### src/rtl/card_edges.sv
// Scans outward from a centre point through a 2-cycle-latency pixel buffer and reports the card's four edges.
// Optional EDGES_DEBOUNCE_EN: an edge needs two consecutive background pixels instead of one.
module card_edges #(
   parameter int HEIGHT = 320,
   parameter int WIDTH  = 240
) (
   input  logic        clk_in,
   input  logic        rst_in,
   input  logic        find_corners_flag,
   input  logic [7:0]  x_center,
   input  logic [8:0]  y_center,
   input  logic        pixel_data_in,
   output logic [16:0] addr_out,
   output logic        data_valid_out,
   output logic [7:0]  right_edge,
   output logic [7:0]  left_edge,
   output logic [8:0]  top_edge,
   output logic [8:0]  bot_edge
);
   // state  | meaning
   // IDLE   | waiting for find_corners_flag
   // SCAN_R | stepping +x along the centre row
   // SCAN_L | stepping -x along the centre row
   // SCAN_U | stepping -y along the centre column
   // SCAN_D | stepping +y along the centre column
   // DONE   | data_valid_out high for this one cycle
   localparam logic [2:0] IDLE   = 3'd0;
   localparam logic [2:0] SCAN_R = 3'd1;
   localparam logic [2:0] SCAN_L = 3'd2;
   localparam logic [2:0] SCAN_U = 3'd3;
   localparam logic [2:0] SCAN_D = 3'd4;
   localparam logic [2:0] DONE   = 3'd5;

`ifdef EDGES_DEBOUNCE_EN
   localparam logic DEBOUNCE = 1'b1;
`else
   localparam logic DEBOUNCE = 1'b0;
`endif

   localparam logic [8:0] BOUND_R = 9'(WIDTH - 1);
   localparam logic [8:0] BOUND_D = 9'(HEIGHT - 1);

   logic [2:0]  state;
   logic [7:0]  cx;
   logic [8:0]  cy;
   logic [8:0]  pos;
   logic [8:0]  last_one;
   logic        zero_seen;
   logic        issuing;
   logic        tag0_v, tag0_last, tag1_v, tag1_last;
   logic [8:0]  tag0_pos, tag1_pos;

   logic        scanning, horiz, inc, at_bound, hit_zero, finish;
   logic [8:0]  bound, pos_next, ny, edge_val, next_centre;
   logic [7:0]  nx;
   logic [16:0] addr_next;

   always_comb begin
      scanning    = (state == SCAN_R) || (state == SCAN_L) || (state == SCAN_U) || (state == SCAN_D);
      horiz       = (state == SCAN_R) || (state == SCAN_L);
      inc         = (state == SCAN_R) || (state == SCAN_D);
      bound       = 9'd0;
      if (state == SCAN_R) bound = BOUND_R;
      if (state == SCAN_D) bound = BOUND_D;
      at_bound    = inc ? (pos >= bound) : (pos == 9'd0);
      pos_next    = inc ? pos + 9'd1 : pos - 9'd1;
      nx          = horiz ? pos_next[7:0] : cx;
      ny          = horiz ? cy : pos_next;
      addr_next   = 17'(ny) * 17'(WIDTH) + 17'(nx);
      hit_zero    = tag1_v && !pixel_data_in && (zero_seen || !DEBOUNCE);
      finish      = scanning && ((issuing && at_bound) || hit_zero || (tag1_v && tag1_last));
      // last_one already holds the centre or the most recent card pixel, so only
      // a card pixel at the image border overrides it.
      edge_val    = (tag1_v && tag1_last && pixel_data_in) ? tag1_pos : last_one;
      next_centre = (state == SCAN_R) ? {1'b0, cx} : cy;
   end

   always_ff @(posedge clk_in or posedge rst_in) begin
      if (rst_in) begin
         state          <= IDLE;
         cx             <= '0;
         cy             <= '0;
         pos            <= '0;
         last_one       <= '0;
         zero_seen      <= 1'b0;
         issuing        <= 1'b0;
         tag0_v         <= 1'b0;
         tag0_last      <= 1'b0;
         tag0_pos       <= '0;
         tag1_v         <= 1'b0;
         tag1_last      <= 1'b0;
         tag1_pos       <= '0;
         addr_out       <= '0;
         data_valid_out <= 1'b0;
         right_edge     <= '0;
         left_edge      <= '0;
         top_edge       <= '0;
         bot_edge       <= '0;
      end else begin
         data_valid_out <= 1'b0;
         case (state)
            IDLE: begin
               if (find_corners_flag) begin
                  cx        <= x_center;
                  cy        <= y_center;
                  pos       <= {1'b0, x_center};
                  last_one  <= {1'b0, x_center};
                  zero_seen <= 1'b0;
                  issuing   <= 1'b1;
                  tag0_v    <= 1'b0;
                  tag1_v    <= 1'b0;
                  state     <= SCAN_R;
               end
            end
            DONE: state <= IDLE;
            SCAN_R, SCAN_L, SCAN_U, SCAN_D: begin
               if (finish) begin
                  case (state)
                     SCAN_R: begin right_edge <= edge_val[7:0]; state <= SCAN_L; end
                     SCAN_L: begin left_edge  <= edge_val[7:0]; state <= SCAN_U; end
                     SCAN_U: begin top_edge   <= edge_val;      state <= SCAN_D; end
                     default: begin
                        bot_edge       <= edge_val;
                        state          <= DONE;
                        data_valid_out <= 1'b1;
                     end
                  endcase
                  pos       <= next_centre;
                  last_one  <= next_centre;
                  zero_seen <= 1'b0;
                  issuing   <= (state != SCAN_D);
                  tag0_v    <= 1'b0;
                  tag1_v    <= 1'b0;
               end else begin
                  tag1_v    <= tag0_v;
                  tag1_last <= tag0_last;
                  tag1_pos  <= tag0_pos;
                  if (issuing) begin
                     addr_out  <= addr_next;
                     tag0_v    <= 1'b1;
                     tag0_pos  <= pos_next;
                     tag0_last <= (pos_next == bound);
                     pos       <= pos_next;
                     issuing   <= (pos_next != bound);
                  end else begin
                     tag0_v <= 1'b0;
                  end
                  if (tag1_v) begin
                     if (pixel_data_in) begin
                        last_one  <= tag1_pos;
                        zero_seen <= 1'b0;
                     end else begin
                        zero_seen <= 1'b1;
                     end
                  end
               end
            end
            default: state <= IDLE;
         endcase
      end
   end

endmodule

### config.mk
export PLATFORM = sky130hd
export DESIGN_NAME = card_edges
export DESIGN_NICKNAME = d
export VERILOG_FILES = /design/src/rtl/card_edges.sv
export SDC_FILE = /design/constraint.sdc
export NUM_CORES = 1
export LEC_CHECK = 0
export ABC_AREA = 1
export ABC_CLOCK_PERIOD_IN_PS = 5800
export CORE_MARGIN = 3
export CORE_UTILIZATION = 55
export CTS_BUF_LIST = sky130_fd_sc_hd__clkbuf_8 sky130_fd_sc_hd__clkbuf_16
export CTS_CLUSTER_SIZE = 24
export DETAILED_ROUTE_END_ITERATION = 6
export GPL_TIMING_DRIVEN = 1
export PLACE_DENSITY = 0.81
export SLEW_MARGIN = 5
export SYNTH_ARGS = -nofsm -noshare
export SYNTH_HDL_FRONTEND = slang
export SYNTH_SLANG_ARGS = --single-unit
### constraint.sdc
create_clock -name clk_in -period 5.8 [get_ports clk_in]
set_clock_uncertainty 0.2 [all_clocks]
set_input_delay 0.87 -clock clk_in [delete_from_list [all_inputs] [get_ports clk_in]]
set_output_delay 0.87 -clock clk_in [all_outputs]
set_load 0.005 [all_outputs]
==> flow_summary.toml <==
[critical_path]
setup.worst_path.start = "state[0]"
cp_max_fo = 17
crit_top_cell = "nand2_1"
r2r_cells = 30
arrival_ps = 5410
rr_startpoint = "state[0]"
rrSetupSlack_ps = 470
slowest_stage = "fa_1"
critPathLaunchType = "register"
criticalPathCategory = "register to register"
crit_required_ps = 5880
worstSetupEndpointType = "register"
timing.rr.end = "addr_out[14]"
critical_path.max_stage_delay_ps = 490

[floorplan]
boundaryPins = 73
die_h_um = 119.7
die_area_um2 = 14320
initial_core_util = 0.5773
die_w_um = 119.7
row_count = 40
coreArea_um2 = 12310

[synth]
ys.warnings.count = 0
ys_top_cells_by_area = "dfrtp_1, nand2_1, inv_1, ha_1, o21ai_0"
syn-num-nets = 1000
seq_area_frac_synth = 0.3978
synth_cells = 931
syn_area_per_cell_um2 = 7.635
syn_area_um2 = 7108
synth_top_area_frac = 0.3978
synth_area_leader_cell = "dfrtp_1"
synth_cell_types = 38
ys_ff_latch = 113

[min_path]
min_path_type = "register to register"
whs_endpoint = "last_one[3]"
min_path_cells = 2
min_from = "last_one[3]"

[routing]
dr_total_vias = 6483
top_layer = "met4"
drt-total-wl_um = 18520
wl_met1_um = 7704
viasPerCell = 5.485
drt-initial-drc-count = 707
ant_nets = 0
drt-pass1-iter-count = 6
wl_met2_um = 8870
wl_met3_um = 1299
wl_per_cell_um = 15.67
drc_errors = 0

[cts]
cts_sinks = 113
clock_path_buffers = 2
cts_tree = "yes"
postCtsSetupBuffers = 0
root_buffer = "clkbuf_16"
cts_hold_buf = 0
numCtsBuffers = 17
cts.clk_slew.worst_paths_ps = 60
clk_latency_ps = 420
htreeDepth = 4

[global_routing]
grt_max_degree = 85
track_usage = 0.2685
grt_pass1_vias = 6135
grt_first_pass_wirelength_um = 30640
antenna_found_initial = 0
grt_overflow = 0

[sta]
layout_min_cycle_time_ps = 5332
grt_setup_unrepaired = "no"
slew_headroom = 0.3166
final_hold_viol_count = 0
period_share = 0.9193
tns_ps = 0
slew_viol_final = 0
tightest_slew_ps = 1025
finalSetupViolCount = 0
max_freq_mhz = 187.6

[final_layout]
syn_to_final_growth_pct = 21.70
mostFrequentLayoutCell = "nand2_1"
diodes = 0
nets = 1070
stdcell_count = 1182
drive_gt1_frac = 0.08580
most-common-layout-cells = "nand2_1, inv_1, dfrtp_1, o21ai_0, clkdlybuf4s50_1"

[job]
maxCapViolCount = 0

[place]
gp_congestion = 0.9727
dpl.hpwl_um = 13380
io_buffers = 72
placedCellCount = 1149

[status]
status = "complete, no violations"
-- synth_stat cells (all sizes together) --
cell / number
a21o: 2
clkbuf: 10
o21ai: 104
inv: 124
xor2: 10
nor2: 51
nand3b: 1
mux2: 17
nand3: 67
nand4: 25
nor3: 2
a21boi: 1
and3: 1
buf: 18
ha: 35
a31oi: 2
o22ai: 1
fa: 13
a21oi: 26
nand2: 296
dfrtp: 113
nor4: 1
o21a: 1
xnor2: 6
or2: 1
o21bai: 3
-- how the worst max path moves through the flow --
| stage | endpoint | depth (start not counted) | slack, ps |
|---|---|---|---|
| final | addr_out[14] | 30 | 470 |
| after CTS | addr_out[16] | 28 | 190 |
| after detailed placement | addr_out[14] | 27 | 190 |
| after floorplan | addr_out[14] | 27 | 680 |
| after global routing | addr_out[16] | 26 | 2 |
| after global placement | addr_out[14] | 22 | 330 |
-- metal layers --
| layer | vias up | track usage |
|---|---|---|
| li1 | 3143 | - |
| met1 | 3006 | 0.3566 |
| met2 | 276 | 0.4400 |
| met3 | 58 | 0.04807 |
| met4 | 0 | 0.1038 |
| met5 | - | 0 |
-- state kept, by name, summed over array words and instances (netlist names), 3 cells and up --
| signal | count |
|---|---|
| right_edge | 8 |
| addr_out | 17 |
| bot_edge | 9 |
| pos | 9 |
| cy | 9 |
| left_edge | 8 |
| cx | 8 |
| tag0_pos | 9 |
| state | 3 |
| tag1_pos | 9 |
| last_one | 9 |
| top_edge | 9 |
-- final cells by class --
type,count,area [um^2]
clock buffer,20,466.7
clock inverter,12,178.9
fill,988,3661
inverter,124,474.2
multi-input combinational,666,3722
sequential,113,2828
tap,168,210.2
timing repair buffer,78,765.7
timing repair inverter,1,5.005
-- worst max-delay path: cells and delay by family, from the launching register on --
kind | cells | cell delay, ps
adders and majority gates | 4 | 1450
and+or+nand+nor | 14 | 1600
buffers and inverters | 6 | 630
xor gates and xnor gates | 2 | 330
DFF | 1 | 440
AOI/OAI and AO/OA | 4 | 530
-- kinds of logic (layout without fill, tap and decap cells) --
family	Yosys count	after routing	share of synthesized area
buffers and inverters	152	235	0.08608
flip-flops	113	113	0.3978
XOR/XNOR	16	16	0.01971
multiplexers	17	17	0.02693
AO/OA/AOI/OAI	140	140	0.1021
AND/OR/NAND/NOR	445	445	0.2691
adder cells (fa/ha/maj)	48	48	0.09822
-- per-stage QoR --
stage          hold slack (ps)  setup WS, ps    util  area, um^2
2_1_floorplan            243.4         677.6       -        7108
3_3_place_gp             257.3         330.2  0.6451        7943
3_5_place_dp             262.4         192.4  0.6451        7943
4_1_cts                  275.8         194.8  0.6976        8588
5_1_grt                  296.6         1.681  0.7026        8651
6_report                 274.2         468.1  0.7026        8651
-- repair_timing --
item | 4_1_cts | 5_1_grt
setup endpoints to repair | 0 | 6
hold endpoints to repair | 0 | 0
resized for setup | 0 | 16
Power is left out: the tool's default activity adds up to more than one toggle a clock period on the data nets, which glitch-free logic cannot reach.
